==> src/rtl/tl_axi_bridge.sv <==
// TileLink-UL manager to AXI4 manager bridge with a single outstanding transaction.
// Get maps to AR/R, PutFull/PutPartial to AW/W/B; other opcodes are drained and denied.
module tl_axi_bridge #(
  parameter int unsigned IdWidth     = 1,
  parameter int unsigned SourceWidth = 1,
  parameter int unsigned SinkWidth   = 1,
  parameter int unsigned AddrWidth   = 56,
  parameter int unsigned DataWidth   = 64,
  parameter int unsigned SizeWidth   = 3
) (
  input  logic                   clk,
  input  logic                   rst,
  // TL A
  input  logic                   a_valid,
  input  logic [2:0]             a_opcode,
  input  logic [2:0]             a_param,
  input  logic [SizeWidth-1:0]   a_size,
  input  logic [SourceWidth-1:0] a_source,
  input  logic [AddrWidth-1:0]   a_address,
  input  logic [DataWidth/8-1:0] a_mask,
  input  logic                   a_corrupt,
  input  logic [DataWidth-1:0]   a_data,
  output logic                   a_ready,
  // TL D
  output logic                   d_valid,
  output logic [2:0]             d_opcode,
  output logic [1:0]             d_param,
  output logic [SizeWidth-1:0]   d_size,
  output logic [SourceWidth-1:0] d_source,
  output logic [SinkWidth-1:0]   d_sink,
  output logic                   d_denied,
  output logic                   d_corrupt,
  output logic [DataWidth-1:0]   d_data,
  input  logic                   d_ready,
  // AXI AW
  output logic                   aw_valid,
  output logic [IdWidth-1:0]     aw_id,
  output logic [AddrWidth-1:0]   aw_addr,
  output logic [7:0]             aw_len,
  output logic [2:0]             aw_size,
  output logic [1:0]             aw_burst,
  input  logic                   aw_ready,
  // AXI W
  output logic                   w_valid,
  output logic [DataWidth-1:0]   w_data,
  output logic [DataWidth/8-1:0] w_strb,
  output logic                   w_last,
  input  logic                   w_ready,
  // AXI B
  input  logic                   b_valid,
  input  logic [IdWidth-1:0]     b_id,
  input  logic [1:0]             b_resp,
  output logic                   b_ready,
  // AXI AR
  output logic                   ar_valid,
  output logic [IdWidth-1:0]     ar_id,
  output logic [AddrWidth-1:0]   ar_addr,
  output logic [7:0]             ar_len,
  output logic [2:0]             ar_size,
  output logic [1:0]             ar_burst,
  input  logic                   ar_ready,
  // AXI R
  input  logic                   r_valid,
  input  logic [IdWidth-1:0]     r_id,
  input  logic [DataWidth-1:0]   r_data,
  input  logic [1:0]             r_resp,
  input  logic                   r_last,
  output logic                   r_ready
);

  localparam int unsigned MaskWidth = DataWidth / 8;
  localparam int unsigned LogBb     = $clog2(MaskWidth);

  localparam logic [2:0] ST_IDLE     = 3'd0;
  localparam logic [2:0] ST_WDATA    = 3'd1;
  localparam logic [2:0] ST_WRESP    = 3'd2;
  localparam logic [2:0] ST_RDATA    = 3'd3;
  localparam logic [2:0] ST_ERRDRAIN = 3'd4;
  localparam logic [2:0] ST_ERRRESP  = 3'd5;

  localparam logic [2:0] OP_PUT_FULL    = 3'd0;
  localparam logic [2:0] OP_PUT_PARTIAL = 3'd1;
  localparam logic [2:0] OP_LOGICAL     = 3'd3;
  localparam logic [2:0] OP_GET         = 3'd4;
  localparam logic [2:0] D_ACK          = 3'd0;
  localparam logic [2:0] D_ACK_DATA     = 3'd1;

  logic [2:0]             state_q, state_d;
  logic [7:0]             cnt_q, cnt_d;
  logic [7:0]             len_q, len_d;
  logic [SizeWidth-1:0]   size_q, size_d;
  logic [SourceWidth-1:0] source_q, source_d;

  logic [7:0] hdr_len_c;
  logic [2:0] hdr_axsize_c;
  logic       is_get, is_put, is_data;

  assign is_get  = (a_opcode == OP_GET);
  assign is_put  = (a_opcode == OP_PUT_FULL) || (a_opcode == OP_PUT_PARTIAL);
  assign is_data = (a_opcode <= OP_LOGICAL);

  // Burst shape: transfers wider than the bus split into full-width beats
  always_comb begin
    hdr_len_c    = 8'd0;
    hdr_axsize_c = 3'(a_size);
    if (a_size > SizeWidth'(LogBb)) begin
      hdr_len_c    = 8'((32'd1 << (32'(a_size) - 32'(LogBb))) - 32'd1);
      hdr_axsize_c = 3'(LogBb);
    end
  end

  assign aw_id     = '0;
  assign aw_addr   = a_address;
  assign aw_len    = hdr_len_c;
  assign aw_size   = hdr_axsize_c;
  assign aw_burst  = 2'b01;
  assign ar_id     = '0;
  assign ar_addr   = a_address;
  assign ar_len    = hdr_len_c;
  assign ar_size   = hdr_axsize_c;
  assign ar_burst  = 2'b01;
  assign w_data    = a_data;
  assign w_strb    = a_mask;
  assign w_last    = (cnt_q == len_q);
  assign d_param   = 2'b00;
  assign d_size    = size_q;
  assign d_source  = source_q;
  assign d_sink    = '0;
  assign d_corrupt = 1'b0;

  always_ff @(posedge clk or posedge rst) begin
    if (rst) begin
      state_q  <= ST_IDLE;
      cnt_q    <= 8'd0;
      len_q    <= 8'd0;
      size_q   <= '0;
      source_q <= '0;
    end else begin
      state_q  <= state_d;
      cnt_q    <= cnt_d;
      len_q    <= len_d;
      size_q   <= size_d;
      source_q <= source_d;
    end
  end

  // Next state and zero-latency handshake routing
  always_comb begin
    state_d  = state_q;
    cnt_d    = cnt_q;
    len_d    = len_q;
    size_d   = size_q;
    source_d = source_q;
    a_ready  = 1'b0;
    aw_valid = 1'b0;
    w_valid  = 1'b0;
    b_ready  = 1'b0;
    ar_valid = 1'b0;
    r_ready  = 1'b0;
    d_valid  = 1'b0;
    d_opcode = D_ACK;
    d_denied = 1'b0;
    d_data   = '0;
    case (state_q)
      ST_IDLE: begin
        if (a_valid) begin
          if (is_get) begin
            ar_valid = 1'b1;
            a_ready  = ar_ready;
            if (ar_ready) begin
              size_d   = a_size;
              source_d = a_source;
              len_d    = hdr_len_c;
              cnt_d    = 8'd0;
              state_d  = ST_RDATA;
            end
          end else if (is_put) begin
            // The first A beat stays on the bus until it moves to W
            aw_valid = 1'b1;
            if (aw_ready) begin
              size_d   = a_size;
              source_d = a_source;
              len_d    = hdr_len_c;
              cnt_d    = 8'd0;
              state_d  = ST_WDATA;
            end
          end else begin
            size_d   = a_size;
            source_d = a_source;
            len_d    = is_data ? hdr_len_c : 8'd0;
            cnt_d    = 8'd0;
            state_d  = ST_ERRDRAIN;
          end
        end
      end
      ST_WDATA: begin
        w_valid = a_valid;
        a_ready = w_ready;
        if (a_valid && w_ready) begin
          cnt_d = cnt_q + 8'd1;
          if (cnt_q == len_q) state_d = ST_WRESP;
        end
      end
      ST_WRESP: begin
        d_valid  = b_valid;
        b_ready  = d_ready;
        d_denied = b_resp[1];
        if (b_valid && d_ready) state_d = ST_IDLE;
      end
      ST_RDATA: begin
        d_valid  = r_valid;
        r_ready  = d_ready;
        d_opcode = D_ACK_DATA;
        d_data   = r_data;
        d_denied = r_resp[1];
        if (r_valid && d_ready && r_last) state_d = ST_IDLE;
      end
      ST_ERRDRAIN: begin
        a_ready = 1'b1;
        if (a_valid) begin
          cnt_d = cnt_q + 8'd1;
          if (cnt_q == len_q) state_d = ST_ERRRESP;
        end
      end
      ST_ERRRESP: begin
        d_valid  = 1'b1;
        d_denied = 1'b1;
        if (d_ready) state_d = ST_IDLE;
      end
      default: state_d = ST_IDLE;
    endcase
    if (rst) begin
      a_ready  = 1'b0;
      aw_valid = 1'b0;
      w_valid  = 1'b0;
      b_ready  = 1'b0;
      ar_valid = 1'b0;
      r_ready  = 1'b0;
      d_valid  = 1'b0;
    end
  end

  logic unused_ok;
  assign unused_ok = ^{a_param, a_corrupt, b_id, r_id, b_resp[0], r_resp[0]};

endmodule
==> config.mk <==
export PLATFORM = sky130hd
export DESIGN_NAME = tl_axi_bridge
export DESIGN_NICKNAME = d
export VERILOG_FILES = /design/src/rtl/tl_axi_bridge.sv
export SDC_FILE = /design/constraint.sdc
export NUM_CORES = 1
export LEC_CHECK = 0
export ABC_AREA = 1
export BUFFER_PORTS_ARGS = -buffer_cell sky130_fd_sc_hd__clkbuf_2
export CAP_MARGIN = 40
export CORE_AREA = 2 2 200 202
export DETAILED_ROUTE_END_ITERATION = 12
export DIE_AREA = 0 0 202 204
export GPL_TIMING_DRIVEN = 0
export PLACE_DENSITY_LB_ADDON = 0.15
export SETUP_SLACK_MARGIN = 0.02
export SYNTH_ARGS = -nofsm -noshare
export SYNTH_HDL_FRONTEND = slang
export SYNTH_SLANG_ARGS = --single-unit
==> constraint.sdc <==
create_clock -name clk -period 3.4 [get_ports clk]
set_input_delay 0.68 -clock clk [delete_from_list [all_inputs] [get_ports clk]]
set_output_delay 0.68 -clock clk [all_outputs]
set_load 0.02 [all_outputs]
# Word level (Yosys, flattened, before mapping)

Cells that the tools add are included.

Flip-flop bits (word level): 23
Logic and storage cells: 102

Add/subtract/negate cells: 3
Magnitude comparators: 2
Equal/unequal tests: 20
Shift-type cells: 1
Muxes and demuxes: 60
Reductions and logical operators: 11

Operators with widths:

| operator               | count |
|---|---|
| $mux W8                | 13 |
| $mux W64               | 1 |
| $mux W3                | 17 |
| $shl A1 B32 Y8 const A | 1 |
| $mux W1                | 24 |
| $pmux W8 S3            | 1 |
| $ne A2 B2 Y1 const B   | 9 |
| $pmux W3 S6            | 1 |
| $reduce_and A10 Y1     | 1 |
| $eq A3 B3 Y1 const B   | 3 |
| $pmux W1 S3            | 3 |
| $add A8 B1 Y8 const B  | 1 |
| $eq A8 B8 Y1           | 1 |
| $sub A8 B1 Y8 const B  | 1 |
| $eq A3 B1 Y1 const B   | 2 |
| $eq A3 B2 Y1 const B   | 2 |
| $logic_not A3 Y1       | 2 |
| $ne A3 B3 Y1 const B   | 2 |
| $reduce_and A6 Y1      | 1 |
| $logic_and A1 B1 Y1    | 4 |
| $ne A4 B4 Y1 const B   | 1 |
| $reduce_and A4 Y1      | 1 |
| $sub A3 B2 Y4 const B  | 1 |
| $gt A3 B2 Y1 const B   | 1 |
| other kinds (3)        | 3 |

# Longest topological paths before layout

Gate-level depths: netlist of the first run.

Word-level depth: 7
Gate-level depth with buffers: 14
Mapped depth without buffers: 14

# Worst setup path after synthesis of the first run

Ideal clock, no wire load.

Path kind: input to output
From: input a_size[0]
To: output aw_len[2]
Data arrival time: 2,691 ps
Required time: 2,720 ps
Setup slack: 29 ps
Stages: 10
Path buffers: 1
Cell sequence: ha_1 -> ha_1 -> inv_1 -> nand2_1 -> nor2_1 -> inv_1 -> ha_1 -> or2_2 -> a21oi_1 -> buf_4

Longest elaborated chain between the ends: 4
Elaborated cells between the ends (all ways): 5
Classes of those cells: 2 x add/sub; 1 x order compare; 1 x shift; 1 x mux

RTL lines:

| element         | line | RTL |
|---|---|---|
| start, declared | 17   | `input logic [SizeWidth-1:0] a_size,` |
| $sub A3 B2 Y4   | 107  | `hdr_len_c = 8'((32'd1 << (32'(a_size) - 32'(LogBb))) - 32'd1);` |
| $shl A1 B32 Y8  | 107  |  |
| $sub A8 B1 Y8   | 107  |  |
| $mux W8 *       | 106  | `if (a_size > SizeWidth'(LogBb)) begin` |
| end, declared   | 39   | `output logic [7:0] aw_len,` |

Every way passes the cells marked *; elsewhere a longest branch is shown, timed or not.

# Worst setup path in the final report of the first run

Same ends and word-level chain as after synthesis.

==> results of run 1 <==
per-stage QoR:
| step | util, % | instance area (um^2) | power, mW | TNS [ps] | setup WS (ps) |
|---|---|---|---|---|---|
| global placement | 16.39 | 6424 | 2.044 | -1130 | -357.5 |
| floorplan | - | 3935 | 1.526 | 0 | 29.21 |
| global route | 16.90 | 6620 | 2.502 | 0 | 5.998 |
| finish | 16.90 | 6620 | 2.283 | 0 | 191.6 |
| detailed placement | 16.46 | 6451 | 2.042 | -1049 | -338.4 |
| CTS | 16.76 | 6569 | 2.331 | 0 | 33.10 |
routing by layer:
metal  GRT usage [%]  part of all wire [%]  up-vias
met5               0                     0        -
met4           1.576                  0.67        0
met3           1.132                   6.2        5
met2           16.79                    53      216
met1           10.51                    40     2066
li1                -                     -     2421
cell usage in the layout, fill, tap and decap left out, types with 9 or more instances in the layout:
| cell type | count |
|---|---|
| conb_1 | 12 |
| nand2_1 | 88 |
| inv_1 | 114 |
| buf_4 | 211 |
| nand3_1 | 24 |
| clkbuf_2 | 364 |
| nand4_1 | 9 |
| nor2_1 | 88 |
| dfrtp_1 | 23 |
| o21ai_0 | 11 |
| o21ai_1 | 10 |
cell families (layout without fill, tap and decap cells):
kind of cell / count (synthesis) / in the layout / share of synthesized area [%]
flops: 23 / 23 / 14.77
xor+xnor: 3 / 3 / 0.6743
fa+ha+maj: 5 / 5 / 1.605
simple gates: 234 / 234 / 25.68
other cells: 2 / 12 / 0.1927
compound gates: 31 / 31 / 4.463
buf+inv: 335 / 709 / 52.62
timing repair:
action	4_1_cts	5_1_grt
pin swaps	2	2
endpoints found under the setup margin	7	10
buffers inserted	1	2
gates resized for setup	6	11
hold buffers	0	0
registers in the layout, indices dropped and copies added (netlist names):
| name | count |
|---|---|
| state_q | 3 |
| d_source | 1 |
| d_size | 3 |
| len_q | 8 |
| cnt_q | 8 |
worst max-delay path: cells and delay by family:
family | cells | cell delay (ps)
fa+ha+maj | 3 | 620
simple gates | 3 | 500
buf+inv | 5 | 540
compound gates | 1 | 170
path summary, 6_finish.rpt:
path	start	endpoint	slack, ps	depth (start not counted)
setup / recovery	a_size[0]	aw_len[2]	190	12
hold / removal	d_source	d_source	480	2
setup reg to reg	state_q[0]	len_q[5]	1650	9
hold reg to reg	d_source	d_source	480	2
max in group asynchronous	rst	d_size[0]	2400	3
min in group asynchronous	rst	state_q[1]	540	2
power by group through the flow:
stage / combinational, mW / sequential, mW / clock [mW]
floorplan: 1.06 / 0.465 / 0
global route: 1.73 / 0.472 / 0.295
CTS: 1.59 / 0.456 / 0.281
finish: 1.56 / 0.456 / 0.266
detailed placement: 1.58 / 0.461 / 0
global placement: 1.58 / 0.463 / 0
cell type report:
| cell class | instances | area, um^2 |
|---|---|---|
| buffer | 216 | 1604 |
| clock inverter | 1 | 5.005 |
| tap | 525 | 656.9 |
| clock buffer | 3 | 75.07 |
| inverter | 119 | 446.7 |
| timing repair buffer | 370 | 1884 |
| multi-input combinational | 285 | 1373 |
| fill | 4571 | 32560 |
| sequential | 23 | 575.6 |
==> out/results.txt, run 1 <==
Num CTS Buffers = 3
Final nets = 1242
Critical path, cell by cell = clkbuf_2 -> ha_2 -> ha_4 -> inv_2 -> nand2_1 -> nor2_4 -> inv_1 -> ha_2 -> or2_2 -> a21oi_4 -> buf_4 -> clkbuf_2
Worst Setup End Kind = primary output
RSZ-0062 raised after global routing = yes
First-pass DRT Iterations = 4
Number of global-route vias before repair = 4387
Crit-path max FO = 5
HPWL Detailed = 18.53 mm
Hold crit path type = reg2reg
Yosys top cell by area = buf_4
CTS tree = done
GRT Overall Usage = 8.794%
Largest net degree at the start of global routing = 15
Dominant cells by area after synthesis = buf_4, dfrtp_1, inv_1, nor2_1, nand2_1
Max-slew headroom = 66.20%
Slowest cell on crit path = or2_2
Clk_lat worst skew = 260 ps
CP required = 2720 ps
H-tree levels = 1
Post-synth top area share = 39.87%
Core area = 39180 um^2
Count leader, synth = buf_4
P&R area growth vs syn = 69.86%
Clock sink total = 23
Critical path class = in2out
First-pass GRT wire length = 27.66 mm
Power Density = 344.8 nW/um^2
Iteration-0 DRC count of the detailed router = 140
Power share of the clock group = 11.6%
Status = complete, no violations
DRT Wirelength = 19.95 mm
Max Root-Sink Buffers = 2
WL/cell = 12.94 um
Post-route DRC = 0
Die footprint = 41210 um^2
Combinational share of power = 68.4%
Top cells by count, synth = buf_4, inv_1, nor2_1
Startpoint Class = input port
Num rows = 73
Worst Skew = 4.518 ps
IO Port Bufs = 366
Global route overflow = 0
FFs w/ async S/R, synth = 100.0%
RePlAce Congestion = 0.7755
Final std cells w/o fill = 1542
Leak Pwr = 4.200 nW
Post-Synthesis Cells = 633
Mapped Avg Cell Area = 6.157 um^2
Layout cell share with drive strength beyond 1 = 60.77%
Number of library cell types mapped by synthesis = 29
Die Width = 202 um
Via count = 4708
Switching power = 1.169 mW
Fin. max-slew vios = 0
Setup violations, final = 0
Main synth FF type = dfrtp_1
WP data arrival = 2530 ps
Final ANT Viol Nets = 0
Initial antenna violation count = 0
Pint = 1.114 mW
Hold WS = 482.4 ps
Root Driver = clkbuf_16
Die H = 204 um
Max_cap viols = 0
Period Utilization, post-route = 94.36%
Sw frac = 51.20%
Netlist Area Pre-Place = 3897 um^2
Final hold violations = 0
Slowest stage delay, CP = 320 ps
ANT cells = 0
Yosys warns = 0
Initial core utilization = 9.947%
Clock Pin Slew Worst Setup and Hold Paths = 70 ps
Period minus WS final = 3208 ps
Register area share after synthesis = 14.77%
Flop pwr share = 20.0%
Number of I/O pins = 515
Worst-margin pin slew = 506.4 ps
Drt via density = 3.053
Peak VDD IR = 0.1843 mV
Post-synth EDFFs = 0
Fmax = 311.7 MHz
FF+latch count, synth = 23
DP Cell Count = 1535
Note: power is estimated with default switching activity, not from simulation.
==> run 2: changes to the inputs <==
Settings changed: RECOVER_POWER set to 25.
==> run 2 against run 1 <==
Compared with the run above:
- non-clock buffer count is the same
- global-route usage is the same
- core utilization shrank 0.25 points
- cell count is the same
- critical path depth is the same
- setup slack is essentially flat
- first-iteration DRC count shrank 3.6%
- maximum frequency is essentially flat
- clock skew is essentially flat
- design area shrank 1.5%
- clock-buffer cell count is the same
- sequential cell count is the same
- critical path type unchanged
- largest cell class unchanged
==> out/results.txt, run 2 (synthesis results as in run 1) <==
Hold crit path type = reg2reg (unchanged)
Initial core utilization = 9.947% (unchanged)
DP Cell Count = 1535 (unchanged)
Largest net degree at the start of global routing = 15 (unchanged)
Setup violations, final = 0 (unchanged)
CP required = 2720 ps (about the same)
ANT cells = 0 (unchanged)
Power Density = 347.4 nW/um^2 (was 344.8 nW/um^2)
First-pass GRT wire length = 27.66 mm (unchanged)
Final worst setup slack = 191.6 ps (about the same)
Period Utilization, post-route = 94.36% (about the same)
Met3 Use GR = 1.132% (unchanged)
Fin. max-slew vios = 0 (unchanged)
RSZ-0062 raised after global routing = yes (unchanged)
Worst Setup End Kind = primary output (unchanged)
Final nets = 1242 (unchanged)
Peak-usage layer in the global routing report = met2 (unchanged)
Num rows = 73 (unchanged)
Critical path class = in2out (unchanged)
Worst-margin pin slew = 862.3 ps (was 506.4 ps)
IO Port Bufs = 366 (unchanged)
Largest regs = cnt_q (8), len_q (8) (unchanged)
HPWL Detailed = 18.53 mm (unchanged)
Layout cell share with drive strength beyond 1 = 54.77% (was 60.77%)
Max_cap viols = 0 (unchanged)
Number of I/O pins = 515 (unchanged)
Startpoint Class = input port (unchanged)
CTS tree = done (unchanged)
Max Root-Sink Buffers = 2 (unchanged)
RePlAce Congestion = 0.7755 (unchanged)
Period minus WS final = 3208 ps (about the same)
Die H = 204 um (unchanged)
Global route overflow = 0 (unchanged)
Crit-path max FO = 5 (unchanged)
Met1 Usage GRT = 10.51% (unchanged)
H-tree levels = 1 (unchanged)
Number of global-route vias before repair = 4387 (unchanged)
Drt via density = 3.062 (was 3.053)
WL/cell = 12.96 um (was 12.94 um)
First-pass DRT Iterations = 4 (unchanged)
Core area = 39180 um^2 (unchanged)
Peak VDD IR = 0.1836 mV (was 0.1843 mV)
DP Worst Slack = -338.4 ps (unchanged)
Initial antenna violation count = 0 (unchanged)
Commonest non-fill, non-tap cell in the layout = clkbuf_2 (unchanged)
Final std cells w/o fill = 1542 (unchanged)
Post-route DRC = 0 (unchanged)
Max-slew headroom = 42.51% (was 66.20%)
Num CTS Buffers = 3 (unchanged)
Die footprint = 41210 um^2 (unchanged)
Clk_lat worst skew = 260 ps (about the same)
P&R area growth vs syn = 67.32% (was 69.86%)
Most frequent cells in the layout = clkbuf_2, buf_4, inv_1 (unchanged)
Leak Pwr = 4.009 nW (was 4.200 nW)
DRT Wirelength = 19.99 mm (was 19.95 mm)
Via count = 4721 (was 4708)
Root Driver = clkbuf_16 (unchanged)
Worst Skew = 4.642 ps (was 4.518 ps)
Post-route setup TNS = 0 ps (unchanged)
Final ANT Viol Nets = 0 (unchanged)
WP data arrival = 2530 ps (about the same)
Die Width = 202 um (unchanged)
Clock sink total = 23 (unchanged)
Clock Pin Slew Worst Setup and Hold Paths = 70 ps (about the same)
Fmax = 311.7 MHz (about the same)
GRT Overall Usage = 8.794% (unchanged)
Final hold violations = 0 (unchanged)
Iteration-0 DRC count of the detailed router = 135 (was 140)
M2 GR Usage = 16.79% (unchanged)
Status = complete, no violations (unchanged)
## run 2: changes by cell type in the layout (fill, tap and decap cells not counted), sizes merged
cell / previous run / this run
clkbuf: 368 / 369
buf: 221 / 220
## run 2: per-layer routing
| metal | part of all wire (%) | wire, um | up-vias |
|---|---|---|---|
| met1 | 40 | 8007 | 2079 |
| li1 | - | - | 2421 |
| met4 | 0.67 | 134 | 0 |
| met2 | 53 | 10590 | 216 |
| met5 | 0 | 0 | - |
| met3 | 6.3 | 1253 | 5 |
## run 2: critical path: stages
cell and delay, ps:
clkbuf_2 130, ha_2 210, ha_4 230, inv_2 80, nand2_1 80, nor2_4 100, inv_1 60, ha_2 180
or2_2 320, a21oi_4 170, buf_4 120, clkbuf_2 150
## run 2: path summary, 6_finish.rpt
| check | start | to | slack (ps) | depth (start not counted) |
|---|---|---|---|---|
| max | a_size[0] | aw_len[2] | 190 | 12 |
| min | d_source | d_source | 480 | 2 |
| max reg2reg | state_q[0] | len_q[5] | 1650 | 9 |
| min reg2reg | d_source | d_source | 480 | 2 |
| max in group asynchronous | rst | d_size[0] | 1730 | 3 |
| min in group asynchronous | rst | state_q[1] | 550 | 2 |
## run 2: area by class of cell
type / instances / area [um^2]
Clock buffer: 3 / 75.07
Inverter: 119 / 446.7
Sequential cell: 23 / 575.6
Multi-Input combinational cell: 285 / 1373
Buffer: 216 / 1604
Tap cell: 525 / 656.9
Fill cell: 4607 / 32660
Clock inverter: 1 / 5.005
Timing Repair Buffer: 370 / 1785
## run 2: repair_timing
action,in CTS,in global routing
hold buffers,0,0
setup endpoints to repair,7,10
gates cloned,0,0
gates resized for setup,6,11
pin swaps,2,2
buffers inserted,1,2
## run 2: per-stage QoR
step	hold slack, ps	utilization [%]	cell area (um^2)	total power, mW
3_3_place_gp	474.1	16.39	6424	2.044
2_1_floorplan	463.9	-	3935	1.526
6_report	482.2	16.64	6521	2.266
5_1_grt	539.1	16.64	6521	2.483
3_5_place_dp	470.0	16.46	6451	2.042
4_1_cts	487.1	16.76	6569	2.331
## run 2: power breakdown
| group | internal (mW) | switching (mW) | total, mW |
|---|---|---|---|
| registers | 0.368 | 0.0874 | 0.456 |
| clock network | 0.159 | 0.107 | 0.266 |
| logic | 0.569 | 0.975 | 1.54 |
==> run 3: changes to the inputs <==
Settings changed: CELL_PAD_IN_SITES_DETAIL_PLACEMENT set to 0, CELL_PAD_IN_SITES_GLOBAL_PLACEMENT set to 2, CORE_AREA 2 2 200 202 to 2 2 198 200, DIE_AREA 0 0 202 204 to 0 0 200 202, SKIP_LAST_GASP set to 1.
==> run 3 against run 2 <==
Compared with the run above:
- cell count fell by 0.58%
- sequential cell count stayed put
- design area down 0.59%
- clock-buffer cell count unchanged
- critical path type unchanged
- setup slack lost 11 ps
- register-to-register slack worse by 40 ps
- sequential power barely moved
- clock skew increased by 5.7 ps
- routed wire length is 2.2% lower
- hold slack worse by 4.1 ps
- combinational power about the same
==> out/results.txt, run 3 (synthesis results as in run 1) <==
Status = complete, no violations (unchanged)
Crit-path max FO = 5 (unchanged)
First-pass DRT Iterations = 4 (unchanged)
WL/cell = 12.75 um (was 12.96 um)
DRT Wirelength = 19.54 mm (was 19.99 mm)
Power Density = 349.0 nW/um^2 (was 347.4 nW/um^2)
Num CTS Buffers = 3 (unchanged)
Global route overflow = 0 (unchanged)
First-pass GRT wire length = 26.71 mm (was 27.66 mm)
Root Driver = clkbuf_16 (unchanged)
IO Port Bufs = 366 (unchanged)
Multi-input gate area = 1358 um^2 (was 1373 um^2)
Worst Skew = 10.33 ps (was 4.642 ps)
HPWL Detailed = 18.02 mm (was 18.53 mm)
Final ANT Viol Nets = 0 (unchanged)
Peak VDD IR = 0.1522 mV (was 0.1836 mV)
Largest regs = cnt_q (8), len_q (8) (unchanged)
Commonest non-fill, non-tap cell in the layout = clkbuf_2 (unchanged)
Critical path class = in2out (unchanged)
Max Root-Sink Buffers = 2 (unchanged)
H-tree levels = 1 (unchanged)
Period Utilization, post-route = 94.68% (was 94.36%)
Startpoint Class = input port (unchanged)
RSZ-0062 raised after global routing = no (was yes)
Initial antenna violation count = 1 (was 0)
Hold_buf cts = 0 (unchanged)
Leak Pwr = 3.994 nW (was 4.009 nW)
Final nets = 1240 (was 1242)
RePlAce Congestion = 0.7337 (was 0.7755)
Setup violations, final = 0 (unchanged)
Clock Pin Slew Worst Setup and Hold Paths = 70 ps (about the same)
Worst Setup End Kind = primary output (unchanged)
Period minus WS final = 3219 ps (was 3208 ps)
Post-route DRC = 0 (unchanged)
Die H = 202 um (was 204 um)
ANT cells = 0 (unchanged)
Fin area = 6482 um^2 (was 6521 um^2)
Via count = 4625 (was 4721)
Initial core utilization = 10.18% (was 9.947%)
CP required = 2720 ps (about the same)
Core area = 38290 um^2 (was 39180 um^2)
Number of I/O pins = 515 (unchanged)
Die footprint = 40400 um^2 (was 41210 um^2)
Iteration-0 DRC count of the detailed router = 109 (was 135)
P&R area growth vs syn = 66.32% (was 67.32%)
Fmax = 310.6 MHz (was 311.7 MHz)
# fillers = 4594 (was 4607)
Largest net degree at the start of global routing = 18 (was 15)
Max_cap viols = 0 (unchanged)
Num rows = 72 (was 73)
CTS tree = done (unchanged)
Number of global-route vias before repair = 4300 (was 4387)
GRT Overall Usage = 8.816% (was 8.794%)
Reg area = 575.6 um^2 (unchanged)
Worst-margin pin slew = 1039 ps (was 862.3 ps)
Clk_lat worst skew = 270 ps (was 260 ps)
Hold WS = 478.1 ps (was 482.2 ps)
Area after DPL = 6442 um^2 (was 6451 um^2)
Drt via density = 3.017 (was 3.062)
Final hold violations = 0 (unchanged)
Clock sink total = 23 (unchanged)
Hold crit path type = in2async (was reg2reg)
Die Width = 200 um (was 202 um)
Most frequent cells in the layout = clkbuf_2, buf_4, inv_1 (unchanged)
Layout cell share with drive strength beyond 1 = 54.48% (was 54.77%)
Max-slew headroom = 30.75% (was 42.51%)
Fin. max-slew vios = 0 (unchanged)
WP data arrival = 2540 ps (was 2530 ps)
run 3: metal layers:
layer  wire [um]  global-route usage, %  vias up  share of wire, %
met3        1563                  1.318        6               8.0
li1            -                      -     2409                 -
met4         117                  1.349        0              0.60
met1        6702                  8.754     1991                34
met2       11160                  18.85      219                57
met5           0                      0        -                 0
run 3: per-stage QoR:
stage | std cells | power, mW | utilization, % | TNS, ps | worst slack, ps
global placement | 1527 | 2.053 | 16.75 | -918.3 | -264.4
floorplan | 643 | 1.526 | - | 0 | 29.21
CTS | 1532 | 2.346 | 17.12 | 0 | 68.94
finish | 1533 | 2.262 | 16.93 | 0 | 180.8
global route | 1533 | 2.502 | 16.93 | 0 | 19.76
detailed placement | 1528 | 2.048 | 16.83 | -787.2 | -254.6
run 3: what timing repair did:
action	4_1_cts	5_1_grt
endpoints found under the setup margin	7	9
gates resized for setup	7	6
hold endpoints to repair	0	0
pin swaps	0	2
setup buffers	0	1
run 3: critical path: stages:
cell      delay, ps
clkbuf_2        120
ha_2            210
ha_4            230
inv_2            80
nand2_1          80
nor2_4          100
inv_1            60
ha_1            210
or2_2           320
a21oi_4         160
buf_4           120
clkbuf_2        150
run 3: final timing paths:
check / start / to / slack (ps) / cells after the start
max in group asynchronous: rst / d_source / 1640 / 3
hold / removal: rst / state_q[1] / 480 / 2
hold reg to reg: d_source / d_source / 480 / 2
setup reg to reg: state_q[0] / d_size[0] / 1610 / 9
setup / recovery: a_size[0] / aw_len[2] / 180 / 12
min in group clk: d_source / d_source / 480 / 2
run 3: report_power, final:
part,switching (mW),total [mW],internal (mW),leakage (nW)
registers,0.0869,0.455,0.368,0.304
logic,0.964,1.53,0.564,3.65
clock network,0.120,0.279,0.159,0.0409
run 3: cell type report:
| class | count | area share, % |
|---|---|---|
| repair buffers | 368 | 27.31 |
| inverters | 119 | 6.891 |
| clock inverters | 1 | 0.07721 |
| flip-flops and latches | 23 | 8.879 |
| multi-input cells | 285 | 20.94 |
| plain buffers | 216 | 24.74 |
| clock buffers | 3 | 1.158 |
| well taps | 518 | 9.998 |
